**src/rtl/bti_fetch_buf_if.sv**
```systemverilog
// Handshake bundle between the fetch buffer, the core fetch stage and the instruction bus.
// The "master" modport is the fetch buffer itself, which masters the bus request channel.
interface bti_fetch_buf_if #(
  parameter int AW = 32,
  parameter int DW = 32
);
  logic          redir_vld;
  logic [AW-1:0] redir_pc;
  logic          ifu_vld;
  logic          ifu_rdy;
  logic [AW-1:0] ifu_pc;
  logic [DW-1:0] ifu_inst;
  logic          req_vld;
  logic          req_rdy;
  logic [AW-1:0] req_addr;
  logic          rsp_vld;
  logic [DW-1:0] rsp_data;

  modport master (
    input  redir_vld, redir_pc, ifu_rdy, req_rdy, rsp_vld, rsp_data,
    output ifu_vld, ifu_pc, ifu_inst, req_vld, req_addr
  );

  modport slave (
    output redir_vld, redir_pc, ifu_rdy, req_rdy, rsp_vld, rsp_data,
    input  ifu_vld, ifu_pc, ifu_inst, req_vld, req_addr
  );
endinterface

```
**src/rtl/bti_fetch_buf.sv**
```systemverilog
// Instruction prefetch buffer: issues sequential word fetches under a credit limit of DEPTH,
// queues returned words with their PC, and flushes/restarts on a core redirect.
module bti_fetch_buf #(
  parameter int            AW      = 32,
  parameter int            DW      = 32,
  parameter int            DEPTH   = 4,
  parameter logic [AW-1:0] BOOT_PC = '0
) (
  input  logic               clk,
  input  logic               rst,
  bti_fetch_buf_if.master    bus
);
  localparam int CW = $clog2(DEPTH + 1);
  localparam int OW = CW + 1;
  localparam int PW = $clog2(DEPTH);

  typedef struct packed {
    logic [AW-1:0] pc;
    logic [DW-1:0] inst;
  } entry_t;

  entry_t        mem [DEPTH];
  logic [PW-1:0] wr_ptr, rd_ptr;
  logic [CW-1:0] occ;
  logic [OW-1:0] outst, drop, outst_nxt;
  logic [AW-1:0] fetch_pc, rsp_pc, redir_tgt;
  logic [OW:0]   used;
  logic          run, accept, push, pop;

  // Dropped responses still count in outst, so it may exceed DEPTH after a redirect;
  // the extra bit plus the saturation guard keeps it from wrapping on a slow bus.
  assign used      = {1'b0, OW'(occ)} + {1'b0, outst} - {1'b0, drop};
  assign bus.req_vld  = run && !bus.redir_vld && (used < (OW+1)'(DEPTH)) && (outst != '1);
  assign bus.req_addr = fetch_pc;

  assign accept    = bus.req_vld && bus.req_rdy;
  assign push      = bus.rsp_vld && (drop == '0) && !bus.redir_vld;
  assign pop       = bus.ifu_vld && bus.ifu_rdy && !bus.redir_vld;
  assign outst_nxt = outst + OW'(accept) - OW'(bus.rsp_vld);
  assign redir_tgt = bus.redir_pc & ~AW'(3);

  assign bus.ifu_vld  = (occ != '0);
  assign bus.ifu_pc   = bus.ifu_vld ? mem[rd_ptr].pc   : '0;
  assign bus.ifu_inst = bus.ifu_vld ? mem[rd_ptr].inst : '0;

  always_ff @(posedge clk or posedge rst) begin
    if (rst) begin
      run      <= 1'b0;
      fetch_pc <= BOOT_PC;
      rsp_pc   <= BOOT_PC;
      outst    <= '0;
      drop     <= '0;
      occ      <= '0;
      wr_ptr   <= '0;
      rd_ptr   <= '0;
    end else begin
      run   <= 1'b1;
      outst <= outst_nxt;
      if (bus.redir_vld) begin
        // Everything still in flight, including earlier drops, is now stale.
        fetch_pc <= redir_tgt;
        rsp_pc   <= redir_tgt;
        drop     <= outst_nxt;
        occ      <= '0;
        wr_ptr   <= '0;
        rd_ptr   <= '0;
      end else begin
        if (accept) fetch_pc <= fetch_pc + AW'(4);
        if (bus.rsp_vld && (drop != '0)) drop <= drop - OW'(1);
        if (push) begin
          rsp_pc <= rsp_pc + AW'(4);
          wr_ptr <= wr_ptr + PW'(1);
        end
        if (pop) rd_ptr <= rd_ptr + PW'(1);
        occ <= occ + CW'(push) - CW'(pop);
      end
    end
  end

  // NOTE: queue storage has no reset; ifu_pc/ifu_inst are masked while occ is zero.
  always_ff @(posedge clk) begin
    if (push) mem[wr_ptr] <= '{pc: rsp_pc, inst: bus.rsp_data};
  end

  a_no_push_full: assert property (@(posedge clk) disable iff (rst)
    !(push && occ == CW'(DEPTH)));
endmodule
```
**src/flat_wrapper.sv**
```systemverilog
// flat-port wrapper written by rule: the top's interface ports become plain ports
module bti_fetch_buf_flat 
#(
  parameter int            AW      = 32,
  parameter int            DW      = 32,
  parameter int            DEPTH   = 4,
  parameter logic [AW-1:0] BOOT_PC = '0
)
  (clk, rst, bus_redir_vld, bus_redir_pc, bus_ifu_rdy, bus_req_rdy, bus_rsp_vld, bus_rsp_data, bus_ifu_vld, bus_ifu_pc, bus_ifu_inst, bus_req_vld, bus_req_addr);
  bti_fetch_buf_if #(.AW(AW), .DW(DW)) bus_i ();
  input  logic clk;
  input  logic rst;
  input wire logic [$bits(bus_i.redir_vld)-1:0] bus_redir_vld;
  input wire logic [$bits(bus_i.redir_pc)-1:0] bus_redir_pc;
  input wire logic [$bits(bus_i.ifu_rdy)-1:0] bus_ifu_rdy;
  input wire logic [$bits(bus_i.req_rdy)-1:0] bus_req_rdy;
  input wire logic [$bits(bus_i.rsp_vld)-1:0] bus_rsp_vld;
  input wire logic [$bits(bus_i.rsp_data)-1:0] bus_rsp_data;
  output wire logic [$bits(bus_i.ifu_vld)-1:0] bus_ifu_vld;
  output wire logic [$bits(bus_i.ifu_pc)-1:0] bus_ifu_pc;
  output wire logic [$bits(bus_i.ifu_inst)-1:0] bus_ifu_inst;
  output wire logic [$bits(bus_i.req_vld)-1:0] bus_req_vld;
  output wire logic [$bits(bus_i.req_addr)-1:0] bus_req_addr;
  assign bus_i.redir_vld = bus_redir_vld;
  assign bus_i.redir_pc = bus_redir_pc;
  assign bus_i.ifu_rdy = bus_ifu_rdy;
  assign bus_i.req_rdy = bus_req_rdy;
  assign bus_i.rsp_vld = bus_rsp_vld;
  assign bus_i.rsp_data = bus_rsp_data;
  assign bus_ifu_vld = bus_i.ifu_vld;
  assign bus_ifu_pc = bus_i.ifu_pc;
  assign bus_ifu_inst = bus_i.ifu_inst;
  assign bus_req_vld = bus_i.req_vld;
  assign bus_req_addr = bus_i.req_addr;
  bti_fetch_buf #(.AW(AW), .DW(DW), .DEPTH(DEPTH), .BOOT_PC(BOOT_PC)) u_core (.clk(clk), .rst(rst), .bus(bus_i));
endmodule
```
**config.mk**
```make
export PLATFORM = sky130hd
export DESIGN_NAME = bti_fetch_buf_flat
export DESIGN_NICKNAME = d
export VERILOG_FILES = /design/src/rtl/bti_fetch_buf_if.sv /design/src/rtl/bti_fetch_buf.sv /design/src/flat_wrapper.sv
export SDC_FILE = /design/constraint.sdc
export NUM_CORES = 1
export LEC_CHECK = 0
export ABC_CLOCK_PERIOD_IN_PS = 3300
export BUFFER_PORTS_ARGS = -buffer_cell sky130_fd_sc_hd__buf_2
export CORE_MARGIN = 4
export CORE_UTILIZATION = 53
export CTS_CLUSTER_DIAMETER = 60
export DETAILED_ROUTE_END_ITERATION = 8
export GPL_TIMING_DRIVEN = 0
export HOLD_SLACK_MARGIN = 0.08
export PLACE_DENSITY = 0.78
export SLEW_MARGIN = 15
export SYNTH_ARGS = -nofsm -noshare
export SYNTH_HDL_FRONTEND = slang
export SYNTH_SLANG_ARGS = --single-unit
```
**constraint.sdc**
```tcl
create_clock -name clk -period 3.3 [get_ports clk]
set_input_delay 0.495 -clock clk [delete_from_list [all_inputs] [get_ports clk]]
set_output_delay 0.495 -clock clk [all_outputs]
set_load 0.01 [all_outputs]
```
==> run metrics, run 1 <==
Nets 1227; multiplexer share of the synthesized area 11.2%; WL/cell 21.1 um; slowest cell delay on critical path 0.53 ns; largest net degree at the start of global routing 58; final setup vio count 0; worst-skew pair later-pin latency 0.50 ns; Crit. End Element register; peak fanout along the critical path 8; final setup skew 0.0116 ns; Ports 168; Area growth syn-to-layout 19.8%; first-pass GRT wire length 49.2 mm; adder-cell area share of the yosys netlist 2.35%; cells after synthesis 915; largest family of logic cells by synthesized area multiplexers; DRC Markers 0; # rows 59; sequential fraction of the synthesis area 66.6%; r2r setup slk 0.09 ns; initial core utilization 53.9%; RR Startpoint u_core.occ[1]$_DFF_PP0_; slowest CP cell fa_1; CP Cell Sequence inv_2 -> fa_1 -> inv_1 -> ha_1 -> and3b_2 -> o211a_1 -> o211ai_1 -> inv_2 -> buf_12 -> ha_4 -> a21o_1 -> a21oi_2 -> xor2_1 -> nor2_1 -> a21oi_1; FMAX 0.312 GHz; Via density 5.87; core area 26100 um^2; Peak VDD IR 476 uV; Worst-Margin Slew 0.794 ns; post-synth top area share 53.0%; top cells by area, synth edfxtp_1 (53%), dfrtp_1 (14%), mux4_2 (9.9%); pre-CTS WS -0.364 ns; Hold Startpoint bus_rsp_data[3]; CP required 3.73 ns; met1 WL 13.1 mm; period utilization 97.2%; CTS max path bufs 3; final hold violations 0; Die W 171 um; Max-slew headroom 47.1%; share of cells above drive strength 1 28.9%; Routed WL 31.5 mm; ant diodes 0; status complete, no violations; setup TNS 0 ns; max-cap violations 0; Port Buffer Count 160; max-slew violation count 0; dominant cell type by count on the critical path inv_2; uppermost routed layer met4; Primary FF master, synth edfxtp_1; WHS Endpoint u_core.mem[1][3]$_DFFE_PP_; compound-gate portion of the synthesized area 4.73%; antenna violations before repair 0; clock sinks 324; routed via count 8765; die area 29200 um^2; vias in the first global route 8959; die height 171 um; GP Congestion 0.900; Yosys reg bits 324; RSZ-0062 raised after global routing yes; simple-gate area share of the yosys netlist 10.3%; drt initial violations 674; area of the mapped netlist 14000 um^2; Synth Area in XOR/XNOR 2.18%; CTS buffer count 34; clk slew on worst S/H paths 0.06 ns; Detail Route Antenna Nets 0; area leader, netlist edfxtp_1; Worst Hold Class in -> reg; Post-synth EDFFs 248; Root Driver clkbuf_16; # H-tree levels 2; ys async rst share 23.5%; Overall Global Routing Usage 21.8%; Tot Pwr 0.0121 W; WS Path Type reg -> reg; pwr/cell area 720 nW/um^2; most common cell in the synthesized netlist edfxtp_1; overflow left after global routing 0; CP startpoint kind register; Avg Inst Size Synth 15.4 um^2; CTS tree built; placed inst area 15400 um^2; fin crit period 3.21 ns; Yosys cell types 58; reg2reg end u_core.drop[3]$_DFFE_PP0P_; met2 routed WL 15.2 mm; routed wl met3 2.52 mm; Ys Warns 0; static leakage 6.26 nW; R2R cell count 15; crit path DAT 3.63 ns; hold path depth 1; TritonRoute pass-1 iters 5; Layout Cell Area excl Fill 16800 um^2; Final HPWL DP 20.6 mm; Worst Slack Setup Final 0.0921 ns; synth cell count leaders edfxtp_1 (248), dfrtp_1 (76), and2_1 (64)
[stage by stage]
step	hold slack (ns)	std cells	utilization, %
floorplan	0.491	918	-
global placement	0.543	1413	58.7
detailed placement	0.480	1418	59.3
CTS	0.188	1482	64.2
global route	0.193	1492	64.6
finish	0.214	1492	64.6
[routing by layer]
metal | track usage [%] | up-vias
met5 | 0 | -
met4 | 6.01 | 0
met3 | 4.02 | 57
met2 | 35.5 | 398
met1 | 30.6 | 4374
li1 | - | 3936
[layout make-up]
type	instances	area (um^2)
Buffer	45	210
Clock buffer	40	957
Clock inverter	20	254
Fill cell	1889	9230
Inverter	39	149
Multi-Input combinational cell	506	4410
Sequential cell	324	9350
Tap cell	335	419
Timing Repair Buffer	183	1080
[placed cells by master (no fill, tap or decap), types with 18 or more instances in the layout]
cell type and n:
inv_1 32, o21ai_1 32, edfxtp_1 248, clkbuf_1 32, and2_1 64, buf_4 21, nor2_1 26, mux4_2 62
dfrtp_1 76, xnor2_1 24, nand4_1 18, nor3_1 20, ha_1 19, buf_2 167, clkbuf_16 37, nand3_1 28
nand2_1 48
[how the worst max path moves through the flow]
stage	startpoint	end	slack, ns	depth (start not counted)
final	u_core.occ[1]$_DFF_PP0_	u_core.drop[3]$_DFFE_PP0P_	0.09	15
after global routing	u_core.occ[1]$_DFF_PP0_	u_core.drop[3]$_DFFE_PP0P_	-0.07	15
after global placement	bus_redir_vld	u_core.mem[1][24]$_DFFE_PP_	-0.47	5
after CTS	u_core.rd_ptr[0]$_DFFE_PP0P_	bus_ifu_pc[22]	0.01	5
after floorplan	u_core.drop[1]$_DFFE_PP0P_	u_core.drop[2]$_DFFE_PP0P_	0.01	14
after detailed placement	u_core.outst[1]$_DFF_PP0_	u_core.drop[2]$_DFFE_PP0P_	-0.36	15
[cells by family (layout without fill, tap and decap cells)]
family	count (synthesis)	in the layout
AOI/OAI and AO/OA	100	100
muxes	79	79
adders and majority gates	24	24
DFF	324	324
other	2	5
buffers and inverters	88	327
xor gates and xnor gates	35	35
and+or+nand+nor	263	263
[flip-flops by register name, indices dropped and copies added, names as in the netlist]
register and cells:
u_core.bus.req_addr 30, u_core.drop 4, u_core.mem 248, u_core.occ 3, u_core.outst 4, u_core.rd_ptr 2, u_core.rsp_pc 30, u_core.run 1
u_core.wr_ptr 2
[worst max-delay path: cells and delay by family, from the launching register on]
kind                       cells  cell delay, ns
xor gates and xnor gates       1            0.23
AOI/OAI and AO/OA              5            0.95
DFF                            1            0.36
and+or+nand+nor                2            0.27
buffers and inverters          4            0.37
adders and majority gates      3            0.96
[report_power, final]
group	internal (W)	leakage [nW]	switching, W
sequential	0.00464	3.15	0.000279
combinational	0.00147	2.51	0.00167
clock	0.00254	0.596	0.00151
total	0.00865	6.26	0.00346
[repair_timing]
| item | CTS | global route |
|---|---|---|
| pin swaps | 2 | 7 |
| resized for setup | 6 | 3 |
| hold buffers | 1 | 0 |
| setup endpoints to repair | 12 | 53 |
| hold endpoints to repair | 19 | 0 |
| setup buffers | 5 | 12 |
| cloned | 0 | 0 |
Note: power is estimated with default switching activity, not from simulation.
==> run 2, diff against run 1 <==
- BUFFER_PORTS_ARGS: -buffer_cell sky130_fd_sc_hd__buf_2 -> unset
- CORE_UTILIZATION: 53 -> 55
- DONT_BUFFER_PORTS: unset -> 1
- PLACE_DENSITY: 0.78 -> 0.74
==> run metrics, run 2 (synthesis gave the netlist of run 1 again) <==
DRC Markers 0 (unchanged); Peak VDD IR 464 uV (-2.5%); RSZ-0062 raised after global routing yes; Port Buffer Count 0 (-100%); pre-CTS WS -0.349 ns (+0.0144 ns); Routed WL 30.9 mm (-2.1%); hold slack 0.126 ns (-0.0878 ns); largest reg by FF count u_core.mem; routed via count 8248 (-5.9%); FMAX 0.312 GHz (about the same); Area growth syn-to-layout 15.6%; CP required 3.66 ns (-0.07 ns); worst-skew pair later-pin latency 0.50 ns (about the same); Hold Startpoint bus_redir_pc[13]; # rows 58 (-1.7%); CP startpoint kind register; share of cells above drive strength 1 17.1% (-12 points); clock sinks 324 (unchanged); Overall Global Routing Usage 21.7% (about the same); GP Congestion 0.917 (+1.9%); Non-Filler Instances 1368 (-8.3%); final setup vio count 0 (unchanged); overflow left after global routing 0 (unchanged); CTS max path bufs 3 (unchanged); final setup skew 0.00944 ns (-0.00216 ns); Fillers 1783 (-5.6%); status complete, no violations; initial core utilization 55.8% (+1.9 points); final hold violations 0 (unchanged); Final HPWL DP 20.5 mm (-0.21%); period utilization 97.3% (about the same); TritonRoute pass-1 iters 5 (unchanged); fin crit period 3.21 ns (+0.00139 ns); Ports 168 (unchanged); hold path depth 2 (+1); Placed Cells 1253 (-12%); reg2reg end u_core.drop[2]$_DFFE_PP0P_; drt initial violations 777 (+15%); CTS buffer count 35 (+2.9%); Worst-Margin Slew 0.832 ns (+0.0385 ns); Layout Utilization 64.5% (-0.12 points); max FFs per register 248 (unchanged); RR Startpoint u_core.occ[1]$_DFF_PP0_; Crit. End Element register; R2R cell count 14 (-1); Nets 1107 (-9.8%); die height 168 um (-1.7%); Root Driver clkbuf_16; Via density 6.03 (+2.6%); antenna violations before repair 0 (unchanged); Detail Route Antenna Nets 0 (unchanged); clk slew on worst S/H paths 0.06 ns (about the same); commonest non-fill, non-tap cells in the layout edfxtp_1 (248), dfrtp_1 (76), and2_1 (64), mux4_2 (62), nand2_1 (48); core area 25200 um^2 (-3.4%); die area 28200 um^2 (-3.5%); WS Path Type reg -> reg; max-slew violation count 0 (unchanged); # H-tree levels 2 (unchanged); peak fanout along the critical path 5 (-3); WHS Endpoint u_core.rsp_pc[13]$_DFFE_PP0N_; r2r setup slk 0.09 ns (about the same); setup TNS 0 ns (unchanged); most common cell after layout, fill and taps aside edfxtp_1; Worst Hold Class in -> reg; first-pass GRT wire length 48.3 mm (-1.9%); Worst Slack Setup Final 0.0907 ns (-0.00139 ns); crit path from u_core.occ[1]$_DFF_PP0_; ant diodes 0 (unchanged); CTS tree built; Max-slew headroom 44.5% (-2.6 points); vias in the first global route 8313 (-7.2%); crit path DAT 3.57 ns (-0.06 ns); largest net degree at the start of global routing 52 (-10%); pwr/cell area 692 nW/um^2 (-3.9%); Die W 168 um (-1.7%); static leakage 5.60 nW (-10%); WL/cell 22.6 um (+6.8%); max-cap violations 0 (unchanged)
run 2: changes by cell type in the layout (fill, tap and decap cells not counted), moves of 2 or more:
cell,change
clkbuf_8,-2
clkinv_1,+2
buf_2,-159
bufinv_16,-6
clkinvlp_4,+2
buf_4,+3
dlygate4sd3_1,+32
clkbuf_1,+6
run 2: worst max-delay path by stage:
stage                     slack [ns]                           to  depth (start not counted)
after CTS                       -0.1   u_core.drop[2]$_DFFE_PP0P_                         14
after detailed placement       -0.35   u_core.drop[2]$_DFFE_PP0P_                         15
after global placement         -0.50  u_core.mem[0][30]$_DFFE_PP_                          5
after global routing           -0.09   u_core.drop[2]$_DFFE_PP0P_                         14
after floorplan                 0.01   u_core.drop[2]$_DFFE_PP0P_                         14
final                           0.09   u_core.drop[2]$_DFFE_PP0P_                         14
run 2: through the flow:
step / power (W) / cell area (um^2)
floorplan: 0.00687 / 14100
CTS: 0.0111 / 16000
global placement: 0.00743 / 14500
global route: 0.0118 / 16200
detailed placement: 0.00751 / 14600
finish: 0.0112 / 16200
run 2: per-layer routing:
| metal | routed length, um | vias up | track usage [%] |
|---|---|---|---|
| li1 | - | 3709 | - |
| met1 | 12600 | 4133 | 30.7 |
| met2 | 14900 | 354 | 34.8 |
| met3 | 2720 | 52 | 5.38 |
| met4 | 673 | 0 | 5.22 |
| met5 | 0 | - | 0 |
run 2: report_power, final:
| part | internal, W | total (W) | switching [W] | leakage (nW) |
|---|---|---|---|---|
| Clock | 0.00197 | 0.00348 | 0.00151 | 0.496 |
| Sequential | 0.00464 | 0.00496 | 0.000318 | 3.15 |
| Combinational | 0.00124 | 0.00279 | 0.00154 | 1.96 |
| Total | 0.00785 | 0.0112 | 0.00338 | 5.60 |
run 2: area by class of cell:
cell class | instances | area [um^2] | share of cell area [%]
plain buffers | 47 | 220 | 1.36
flip-flops and latches | 324 | 9350 | 57.6
clock buffers | 42 | 902 | 5.56
inverters | 39 | 149 | 0.917
repair buffers | 59 | 636 | 3.92
multi-input cells | 507 | 4440 | 27.3
clock inverters | 20 | 124 | 0.763
well taps | 330 | 413 | 2.54
run 2: worst max-delay path, cell delays in order, from the launching register on:
cell      delay (ns)
dfrtp_1         0.38
inv_2           0.06
fa_1            0.55
inv_2           0.05
ha_4            0.19
and3b_2         0.22
o211a_1         0.26
o211ai_1        0.25
inv_2           0.11
buf_12          0.15
ha_4            0.16
fa_2            0.37
xor2_2          0.19
nand2_1         0.07
o21ai_1         0.06
run 2: what timing repair did:
action / CTS / global route
buffers inserted: 4 / 17
gates cloned: 0 / 2
setup endpoints to repair: 11 / 137
pin swaps: 1 / 10
endpoints found under the hold margin: 157 / 0
resized for setup: 3 / 15
hold buffers: 33 / 0
==> run 3, diff against run 2 <==
==> constraint.sdc (replaced) <==
create_clock -name clk -period 3.3 [get_ports clk]
set_input_delay 0 -clock clk [delete_from_list [all_inputs] [get_ports clk]]
set_output_delay 0 -clock clk [all_outputs]
set_load 0.01 [all_outputs]
==> run metrics, run 3 (synthesis gave the netlist of run 1 again) <==
status complete, no violations; DRC Markers 0 (unchanged); max-slew violation count 0 (unchanged); Max-slew headroom 45.5% (+0.95 points); placed inst area 14600 um^2 (unchanged); Via density 6.04 (+0.11%); slowest CP cell fa_1; Worst Slack Setup Final 0.0928 ns (+0.00215 ns); GP Congestion 0.917 (unchanged); static leakage 5.75 nW (+2.6%); hold slack 0.193 ns (+0.0666 ns); CTS tree built; clock sinks 324 (unchanged); CP Cell Sequence inv_2 -> fa_1 -> inv_2 -> ha_4 -> and3b_2 -> o211a_1 -> o211ai_1 -> inv_2 -> buf_12 -> ha_4 -> a21o_1 -> a21oi_2 -> xor2_1 -> nor2_1 -> a21oi_1; Nets 1142 (+3.2%); final setup vio count 0 (unchanged); Ports 168 (unchanged); Area growth syn-to-layout 18.1%; pwr/cell area 677 nW/um^2 (-2.1%); Root Driver clkbuf_16; crit path DAT 3.63 ns (+0.06 ns); Worst-Margin Slew 0.818 ns (-0.0143 ns); # H-tree levels 2 (unchanged); share of cells above drive strength 1 16.6% (-0.56 points); # rows 58 (unchanged); Detail Route Antenna Nets 0 (unchanged); fin crit period 3.21 ns (-0.00215 ns); peak fanout along the critical path 5 (unchanged); ant diodes 0 (unchanged); FMAX 0.312 GHz (about the same); core area 25200 um^2 (unchanged); drt initial violations 748 (-3.7%); commonest non-fill, non-tap cells in the layout edfxtp_1 (248), dfrtp_1 (76), dlygate4sd3_1 (67), and2_1 (64), mux4_2 (62); most common cell after layout, fill and taps aside edfxtp_1; final hold violations 0 (unchanged); Overall Global Routing Usage 22.1% (+0.32 points); max FFs per register 248 (unchanged); Port Buffer Count 0 (unchanged); Peak VDD IR 456 uV (-1.8%); routed via count 8468 (+2.7%); Final HPWL DP 20.5 mm (unchanged); die area 28200 um^2 (unchanged); TritonRoute pass-1 iters 5 (unchanged); max-cap violations 0 (unchanged); die height 168 um (unchanged); Layout Utilization 65.9% (+1.4 points); dominant cell type by count on the critical path inv_2; CP startpoint kind register; RSZ-0062 raised after global routing yes; WS Path Type reg -> reg; Die W 168 um (unchanged); period utilization 97.2% (about the same); clk slew on worst S/H paths 0.06 ns (about the same); CTS buffer count 35 (unchanged); first-pass GRT wire length 49.2 mm (+1.8%); antenna violations before repair 0 (unchanged); final setup skew 0.0109 ns (+0.00146 ns); WL/cell 22.3 um (-1.2%); largest reg by FF count u_core.mem; overflow left after global routing 0 (unchanged); initial core utilization 55.8% (unchanged); Routed WL 31.3 mm (+1.3%); Worst Hold Class in -> reg; slowest cell delay on critical path 0.55 ns (about the same); CP required 3.73 ns (+0.07 ns); Crit. End Element register; Fillers 1729 (-3.0%); pre-CTS WS -0.349 ns (unchanged); vias in the first global route 8535 (+2.7%); Layout Cell Area excl Fill 16600 um^2 (+2.2%); largest net degree at the start of global routing 52 (unchanged); worst-skew pair later-pin latency 0.50 ns (about the same); CTS max path bufs 3 (unchanged)
[run 3: cell type report]
class                   count  area [um^2]  area share, %
plain buffers              48          224           1.35
inverters                  39          149          0.898
clock buffers              42          902           5.44
multi-input cells         507         4440           26.8
flip-flops and latches    324         9350           56.4
clock inverters            20          124          0.747
well taps                 330          413           2.49
repair buffers             93          988           5.96
[run 3: report_power, final]
| part | switching (W) | leakage (nW) | total [W] | internal [W] |
|---|---|---|---|---|
| combinational | 0.00157 | 2.10 | 0.00282 | 0.00125 |
| clock | 0.00151 | 0.496 | 0.00348 | 0.00197 |
| sequential | 0.000300 | 3.15 | 0.00494 | 0.00464 |
[run 3: timing repair]
item,4_1_cts,5_1_grt
resized for setup,3,15
hold buffers,68,0
pin swaps,1,9
endpoints found under the setup margin,11,103
setup buffers,4,16
endpoints found under the hold margin,272,0
gates cloned,0,2
[run 3: path summary, 6_finish.rpt]
| check | slack (ns) | cells past startpoint | from | endpoint |
|---|---|---|---|---|
| setup reg to reg | 0.09 | 15 | u_core.occ[1]$_DFF_PP0_ | u_core.drop[3]$_DFFE_PP0P_ |
| hold reg to reg | 0.58 | 2 | u_core.occ[2]$_DFF_PP0_ | u_core.occ[2]$_DFF_PP0_ |
| setup / recovery | 0.09 | 15 | u_core.occ[1]$_DFF_PP0_ | u_core.drop[3]$_DFFE_PP0P_ |
| max in group asynchronous | 2.47 | 4 | rst | u_core.rsp_pc[17]$_DFFE_PP0N_ |
| hold / removal | 0.19 | 5 | bus_redir_vld | u_core.bus.req_addr[5]$_DFFE_PP0P_ |
| min in group asynchronous | 0.58 | 4 | rst | u_core.run$_DFF_PP0_ |
[run 3: worst max-delay path: cells and delay by family, from the launching register on]
kind | cells | cell delay [ns]
flops | 1 | 0.38
fa+ha+maj | 3 | 0.90
simple gates | 2 | 0.28
compound gates | 5 | 0.96
buf+inv | 4 | 0.38
xor+xnor | 1 | 0.23
[run 3: metrics by stage]
step | power, W | instances | setup TNS, ns
2_1_floorplan | 0.00687 | 918 | 0
3_3_place_gp | 0.00743 | 1248 | -100.49
3_5_place_dp | 0.00751 | 1253 | -1.56
4_1_cts | 0.0111 | 1387 | -0.271
5_1_grt | 0.0119 | 1403 | -0.276
6_report | 0.0112 | 1403 | 0
[run 3: routing by layer]
metal / wire [um] / part of all wire (%) / track usage, % / up-vias
li1: - / - / - / 3780
met4: 671 / 2.1 / 5.26 / 0
met2: 15400 / 49 / 36.1 / 392
met5: 0 / 0 / 0 / -
met3: 2510 / 8.0 / 4.98 / 51
met1: 12700 / 41 / 30.7 / 4245
